$ cat src/rtl/tm1638_refresh_ctrl.sv
// rtl/tm1638_refresh_ctrl.sv - TM1638 display refresh sequencer feeding an SPI word FIFO
//
// Ports:
//   i_Clk, i_Rst        clock, synchronous active-high reset
//   i_Refresh           one-cycle request for a full display update
//   i_Wr_En/Addr/Data   display buffer byte write (16 x 8)
//   i_Display_On        display enable bit for the control command
//   i_Brightness        brightness level for the control command
//   i_FIFO_Full         downstream FIFO full flag
//   o_Data_Valid        word push strobe (gated by i_FIFO_Full)
//   o_Data              {end_of_frame, 9'b0, byte}
//   o_Busy              update in progress
//   o_Done              one-cycle pulse when an update has finished
module tm1638_refresh_ctrl #(
  parameter int unsigned REFRESH_CYCLES = 0
) (
  input  logic        i_Clk,
  input  logic        i_Rst,
  input  logic        i_Refresh,
  input  logic        i_Wr_En,
  input  logic [3:0]  i_Wr_Addr,
  input  logic [7:0]  i_Wr_Data,
  input  logic        i_Display_On,
  input  logic [2:0]  i_Brightness,
  input  logic        i_FIFO_Full,
  output logic        o_Data_Valid,
  output logic [17:0] o_Data,
  output logic        o_Busy,
  output logic        o_Done
);

  localparam bit          AUTO_EN   = (REFRESH_CYCLES != 0);
  localparam logic [31:0] AUTO_LAST = AUTO_EN ? 32'(REFRESH_CYCLES - 1) : 32'd0;

  typedef enum logic [2:0] {
    S_IDLE,
    S_CMD_MODE,
    S_CMD_ADDR,
    S_DATA,
    S_CMD_CTRL,
    S_DONE
  } state_t;

  state_t      state_q;
  logic [7:0]  buf_q [16];
  logic [3:0]  idx_q;
  logic        pending_q;
  logic [3:0]  ctrl_prev_q;
  logic [31:0] timer_q;

  logic        pushing;
  logic        accept;
  logic        ctrl_chg;
  logic        auto_fire;
  logic        eof;
  logic [7:0]  byte_sel;

  assign pushing   = (state_q == S_CMD_MODE) || (state_q == S_CMD_ADDR) ||
                     (state_q == S_DATA)     || (state_q == S_CMD_CTRL);
  assign accept    = pushing && !i_FIFO_Full;
  assign ctrl_chg  = ({i_Display_On, i_Brightness} != ctrl_prev_q);
  assign auto_fire = AUTO_EN && (timer_q == AUTO_LAST);

  assign o_Data_Valid = accept;
  assign o_Busy       = (state_q != S_IDLE);
  assign o_Done       = (state_q == S_DONE);

  // Word content is decoded from the current state every cycle, so buffer
  // bytes and control bits reflect their value when the word is presented.
  always_comb begin
    byte_sel = 8'h00;
    eof      = 1'b0;
    case (state_q)
      S_CMD_MODE: begin
        byte_sel = 8'h40;
        eof      = 1'b1;
      end
      S_CMD_ADDR: begin
        byte_sel = 8'hC0;
      end
      S_DATA: begin
        byte_sel = buf_q[idx_q];
        eof      = (idx_q == 4'hF);
      end
      S_CMD_CTRL: begin
        byte_sel = {4'h8, i_Display_On, i_Brightness};
        eof      = 1'b1;
      end
      default: begin
        byte_sel = 8'h00;
        eof      = 1'b0;
      end
    endcase
    o_Data = {eof, 9'b0, byte_sel};
  end

  always_ff @(posedge i_Clk) begin
    if (i_Rst) begin
      state_q     <= S_IDLE;
      idx_q       <= 4'd0;
      pending_q   <= 1'b0;
      timer_q     <= 32'd0;
      ctrl_prev_q <= 4'd0;
      for (int i = 0; i < 16; i++) begin
        buf_q[i] <= 8'h00;
      end
    end else begin
      ctrl_prev_q <= {i_Display_On, i_Brightness};

      if (i_Wr_En) begin
        buf_q[i_Wr_Addr] <= i_Wr_Data;
      end

      // Anything that changes what the display should show during an
      // update queues exactly one follow-up update.
      if ((state_q != S_IDLE) && (i_Refresh || i_Wr_En || ctrl_chg)) begin
        pending_q <= 1'b1;
      end

      case (state_q)
        S_IDLE: begin
          if (i_Refresh || pending_q || auto_fire) begin
            state_q   <= S_CMD_MODE;
            pending_q <= 1'b0;
            timer_q   <= 32'd0;
            idx_q     <= 4'd0;
          end else if (AUTO_EN) begin
            timer_q <= timer_q + 32'd1;
          end
        end
        S_CMD_MODE: begin
          if (accept) state_q <= S_CMD_ADDR;
        end
        S_CMD_ADDR: begin
          if (accept) begin
            state_q <= S_DATA;
            idx_q   <= 4'd0;
          end
        end
        S_DATA: begin
          if (accept) begin
            if (idx_q == 4'hF) begin
              state_q <= S_CMD_CTRL;
            end else begin
              idx_q <= idx_q + 4'd1;
            end
          end
        end
        S_CMD_CTRL: begin
          if (accept) state_q <= S_DONE;
        end
        S_DONE: begin
          state_q <= S_IDLE;
        end
        default: begin
          state_q <= S_IDLE;
        end
      endcase
    end
  end

endmodule
$ cat config.mk
export PLATFORM = sky130hd
export DESIGN_NAME = tm1638_refresh_ctrl
export DESIGN_NICKNAME = d
export VERILOG_FILES = /design/src/rtl/tm1638_refresh_ctrl.sv
export SDC_FILE = /design/constraint.sdc
export NUM_CORES = 1
export LEC_CHECK = 0
export BUFFER_PORTS_ARGS = -buffer_cell sky130_fd_sc_hd__buf_4
export CORE_MARGIN = 2
export CORE_UTILIZATION = 51
export DETAILED_ROUTE_END_ITERATION = 8
export GPL_TIMING_DRIVEN = 0
export PLACE_DENSITY_LB_ADDON = 0.15
export SLEW_MARGIN = 0
export SYNTH_ARGS = -nofsm -noshare
export SYNTH_HDL_FRONTEND = slang
export SYNTH_SLANG_ARGS = --single-unit
export TNS_END_PERCENT = 50
$ cat constraint.sdc
create_clock -name i_Clk -period 2.2 [get_ports i_Clk]
set_clock_uncertainty 0.2 [all_clocks]
set_input_delay 0.44 -clock i_Clk [delete_from_list [all_inputs] [get_ports i_Clk]]
set_output_delay 0.44 -clock i_Clk [all_outputs]
set_load 0.05 [all_outputs]
**After elaboration in Yosys (flattened, before gate mapping)**

Memories as Yosys holds them, arrays and structs flattened. A register that Yosys moved wholly into a read port is not among the register bits.
Index checks and enable logic that the tools add are counted.

- Bits in registers: 12
- Latch bits: 0
- Bits in writable memories: 128
- Memory bits (read-only): 0
- Bits of input ports: 21
- Output and inout bits: 21
- Word-level logic and storage cells: 63
- Memories: 1

- Add/sub/neg operators: 1
- Multipliers: 0
- Divide/modulo/power cells: 0
- $lt $le $gt $ge: 0
- Eq/ne operators: 14
- Shift operators: 0
- Multiplexer cells: 27
- Bitwise logic cells: 0
- Reduce and logical (&&, ||, !) cells: 16

Memories:

| memory | words | width | rd ports | clocked after memory_dff | write ports | RTL line | RTL |
|---|---|---|---|---|---|---|---|
| buf_q | 16 | 8 | 1 | 1 | 16 | 45 | `logic [7:0] buf_q [16];` |

Operators by type and width:

| kind | count |
|---|---|
| $pmux W8 S4 | 1 |
| $mux W4 | 7 |
| $mux W3 | 6 |
| $pmux W3 S5 | 1 |
| $ne A2 B2 Y1 const B | 6 |
| $pmux W4 S3 | 1 |
| $mux W1 | 9 |
| $mux W8 | 1 |
| $reduce_or A8 Y1 | 1 |
| $eq A3 B2 Y1 const B | 2 |
| $eq A3 B3 Y1 const B | 2 |
| $logic_or A1 B1 Y1 | 6 |
| $reduce_and A6 Y1 | 1 |
| $reduce_bool A3 Y1 | 2 |
| $reduce_and A5 Y1 | 1 |
| $add A4 B1 Y4 const B | 1 |
| $eq A4 B4 Y1 const B | 1 |
| $ne A4 B4 Y1 | 1 |
| $eq A3 B1 Y1 const B | 1 |
| $logic_not A3 Y1 | 1 |
| $logic_and A1 B1 Y1 | 2 |
| $ne A2 B1 Y1 const B | 1 |
| $pmux W1 S2 | 1 |
| $reduce_or A2 Y1 | 1 |
| $logic_not A1 Y1 | 1 |

**Depth between registers and ports, before layout**

- Depth after elaboration: 9
- Depth in mapped cells: 6
- Gate-level depth less buffers: 5

**Worst setup path after synthesis**

No wires, ideal clock.

- Path kind: reg-to-output
- Start: register with a tool-made name
- End: output port o_Data[7]
- Data arrival time: 1.907 ns
- Data required time: 1.560 ns
- Slack: -0.347 ns
- Stages on the path, launching flop included: 6
- Buffers on the path: 3
- Path through: dfxtp_1 buf_2 buf_2 buf_2 o311ai_0 o221ai_1

RTL lines:

| what | RTL line | RTL |
|---|---|---|
| end: declaration | 27 | `output logic [17:0] o_Data,` |

==> flow_summary_export.csv <==
group,metric,value,unit
run_status,status,"finished, violations left",
run_status,violations,"negative setup slack",
finish,n_fill_cell,1026,
power_and_ir_drop,seqPwrFrac,50.3,%
power_and_ir_drop,switching_share,24.1,%
worst_setup_path,cpMaxStageDelayCell,"mux4_2",
floorplan,core_area,0.0131,mm2
logic_synthesis,synthArstFlopShare,0,%
floorplan,start_util,51.9,%
clocking,cts_tree,"built",
power_and_ir_drop,p_per_area,778,mW/mm2
routing,routed_via_density,5.76,
min_path,hold_class,"primary input to flop",
global_route,grt_pass1_vias,4133,
logic_synthesis,synth.most_common_cell,"and2_1",
power_and_ir_drop,combPwrFrac,11.2,%
power_and_ir_drop,pwr-share-clk,38.5,%
power_and_ir_drop,internal_power,4.79,mW
logic_synthesis,seq_area_frac_synth,61.0,%
clocking,cts_buffers,17,
clocking,cts_hold_buf,0,
clocking,htree_levels,4,
worst_setup_path,critPathKind,"flop to primary output",
sta,hold_violations,0,
logic_synthesis,ys_warn_count,0,
placement,port_buffers,32,
worst_setup_path,cp_common_cell,"buf_6",
power_and_ir_drop,static-leakage-power,2.85,nW
run,drv_cap,0,
placement,dp_hpwl,10900,um
sta,setup_tns,-5230,ps
sta,fin_crit,2890,ps
global_route,grt_pass1_wl,24800,um
worst_setup_path,path_cells,"buf_6 > buf_12 > mux4_2 > mux2i_4 > a2bb2oi_1 > o21ai_1 > buf_6",
floorplan,rows,42,
logic_synthesis,synth-seq-cells,144,
worst_setup_path,cp_top_family,"multiplexers",
global_route,grt-ovfl-total,0,
logic_synthesis,netlist_area,0.00682,mm2
logic_synthesis,synth_cell_types,47,
finish,nNetsFinal,572,
routing,wl_per_cell,22.2,um
worst_setup_path,worstSetupStartpointType,"flop",
worst_setup_path,crit_arrival,2250,ps
floorplan,io_pins,42,
logic_synthesis,syn_inst,487,
finish,syn_to_final_growth,19.1,%
sta,worst_slew_pin_slew,676,ps
clocking,clock_latency,410,ps
placement,preCtsSetupSlack,-558,ps
routing,firstDrtPassIters,5,
clocking,clk_pin_slew,60,ps
logic_synthesis,yosysTopAreaCellShare,56.3,%
global_route,grt_max_degree,17,
power_and_ir_drop,p_switching,1.52,mW
routing,drc,0,
logic_synthesis,synth.avg_cell_area,14.0,um2
placement,gp_congestion,0.810,
sta,period_share,131,%
global_route,antenna_found_initial,0,
floorplan,die_w,120,um
floorplan,dieArea,0.0143,mm2
sta,slew_headroom,54.7,%
worst_setup_path,end_kind,"primary output",
worst_setup_path,slowest_delay,570,ps
finish,num_antenna_cells,0,
worst_setup_path,worstPathRequired,1560,ps
floorplan,die_height,120,um
worst_setup_path,critPathBufInv,3,
clocking,cts-root-buf,"clkbuf_16",
logic_synthesis,yosysTopAreaCell,"edfxtp_1",
logic_synthesis,synth_edf_count,128,
routing,drt_iter0_drc,371,
global_route,grt_usage,24.2,%
finish,final_layout_size_suffix_gt1_share,29.4,%
logic_synthesis,synth_ff_type,"edfxtp_1",
sta,postLayoutSetupSlackWorst,-690,ps
clocking,cts.path.max_buffers,2,
routing,wirelength,16400,um
routing,vias,4246,
logic_synthesis,synth.area.top_cells,"edfxtp_1 (56%), and2_1 (12%), mux4_2 (9.9%)",
logic_synthesis,ys_top_cells_by_count,"and2_1 (129), edfxtp_1 (128), mux4_2 (30)",
clocking,cts.sinks,144,
routing,drtAntennaViolNets,0,
power_and_ir_drop,peakVddDrop,0.547,mV
sta,max_freq,346,MHz
sta,setup_violations,9,
worst_setup_path,crit_fanout,5,
sta,drv_slew,0,
sta,rsz0062_at_grt,"true",
-- cell type report --
type                            instances  area (um2)  area share, %
Clock inverter                          9        46.3          0.570
Multi-Input combinational cell        314        2640           32.5
Tap cell                              176         220           2.71
Buffer                                 33         256           3.16
Timing Repair Buffer                   37         329           4.05
Inverter                                3        11.3          0.139
Clock buffer                           21         440           5.42
Sequential cell                       144        4180           51.4
-- layout by cell type (no fill, tap or decap), types with 5 or more instances in the layout --
master / count
dfxtp_1: 11
edfxtp_1: 128
mux2i_2: 5
mux4_2: 30
nor2_1: 19
a21oi_1: 11
clkbuf_1: 15
nand2_1: 8
mux2i_4: 5
buf_4: 39
nor2b_1: 7
mux2i_1: 8
and2_1: 129
buf_6: 13
conb_1: 9
or2_2: 18
clkbuf_16: 18
-- layer usage --
metal / share of wire (%) / global-route usage (%) / vias to the layer above
met1: 44 / 35.4 / 2170
met2: 48 / 36.5 / 158
met5: 0 / 0 / -
met3: 6.7 / 5.66 / 23
met4: 1.6 / 6.91 / 0
li1: - / - / 1895
-- flip-flops by register name, summed over array words and instances, names as in the netlist, named ones only --
register / cells
state_q: 3
idx_q: 4
buf_q: 128
pending_q: 1
ctrl_prev_q: 4
-- what timing repair did --
item	in CTS	in global routing
endpoints found under the setup margin	10	27
pin swaps	0	6
setup buffers	2	2
endpoints found under the hold margin	0	0
resized for setup	43	25
cloned	0	1
-- worst reg2reg max path, delay by kind of cell, from the launching register on --
kind                     cells  cell delay (ps)
AO/OA/AOI/OAI                2              330
AND/OR/NAND/NOR              2              630
flip-flops                   1              350
buffers and inverters        1              130
adder cells (fa/ha/maj)      1              160
-- cell families (layout without fill, tap and decap cells) --
| group | count (synthesis) | in the layout | share of synthesized area [%] |
|---|---|---|---|
| xor gates and xnor gates | 6 | 6 | 0.770 |
| adders and majority gates | 1 | 1 | 0.183 |
| and+or+nand+nor | 214 | 214 | 18.8 |
| buffers and inverters | 37 | 103 | 3.23 |
| muxes | 49 | 49 | 12.7 |
| AOI/OAI and AO/OA | 35 | 35 | 3.19 |
| other | 1 | 9 | 0.0550 |
| DFF | 144 | 144 | 61.0 |
-- per-stage QoR --
stage          hold WS [ps]  instance area (um2)  instances  util (%)  total power, mW
6_report               67.0                 8120        737      61.8             6.32
5_1_grt                75.4                 8120        737      61.8             6.50
4_1_cts                53.5                 8000        735      60.9             6.30
3_5_place_dp            306                 7330        703      55.8             3.87
3_3_place_gp            292                 7330        703      55.8             3.86
2_1_floorplan           271                 6870        495         -             3.65
-- final timing paths --
path | from | to | slack [ps] | cells past startpoint
max | flop | o_Data[6] | -690 | 7
min | i_Rst | ctrl_prev_q[3] | 70 | 2
min reg2reg | idx_q[1] | idx_q[1] | 330 | 2
max reg2reg | idx_q[1] | flop | 320 | 6
-- power by group through the flow --
| stage | sequential [mW] | clock (mW) | combinational, mW |
|---|---|---|---|
| 2_1_floorplan | 3.21 | 0 | 0.443 |
| 3_3_place_gp | 3.22 | 0 | 0.638 |
| 3_5_place_dp | 3.23 | 0 | 0.645 |
| 4_1_cts | 3.18 | 2.44 | 0.683 |
| 5_1_grt | 3.19 | 2.56 | 0.752 |
| 6_report | 3.18 | 2.43 | 0.709 |
Power figures use the tool's default switching activity.
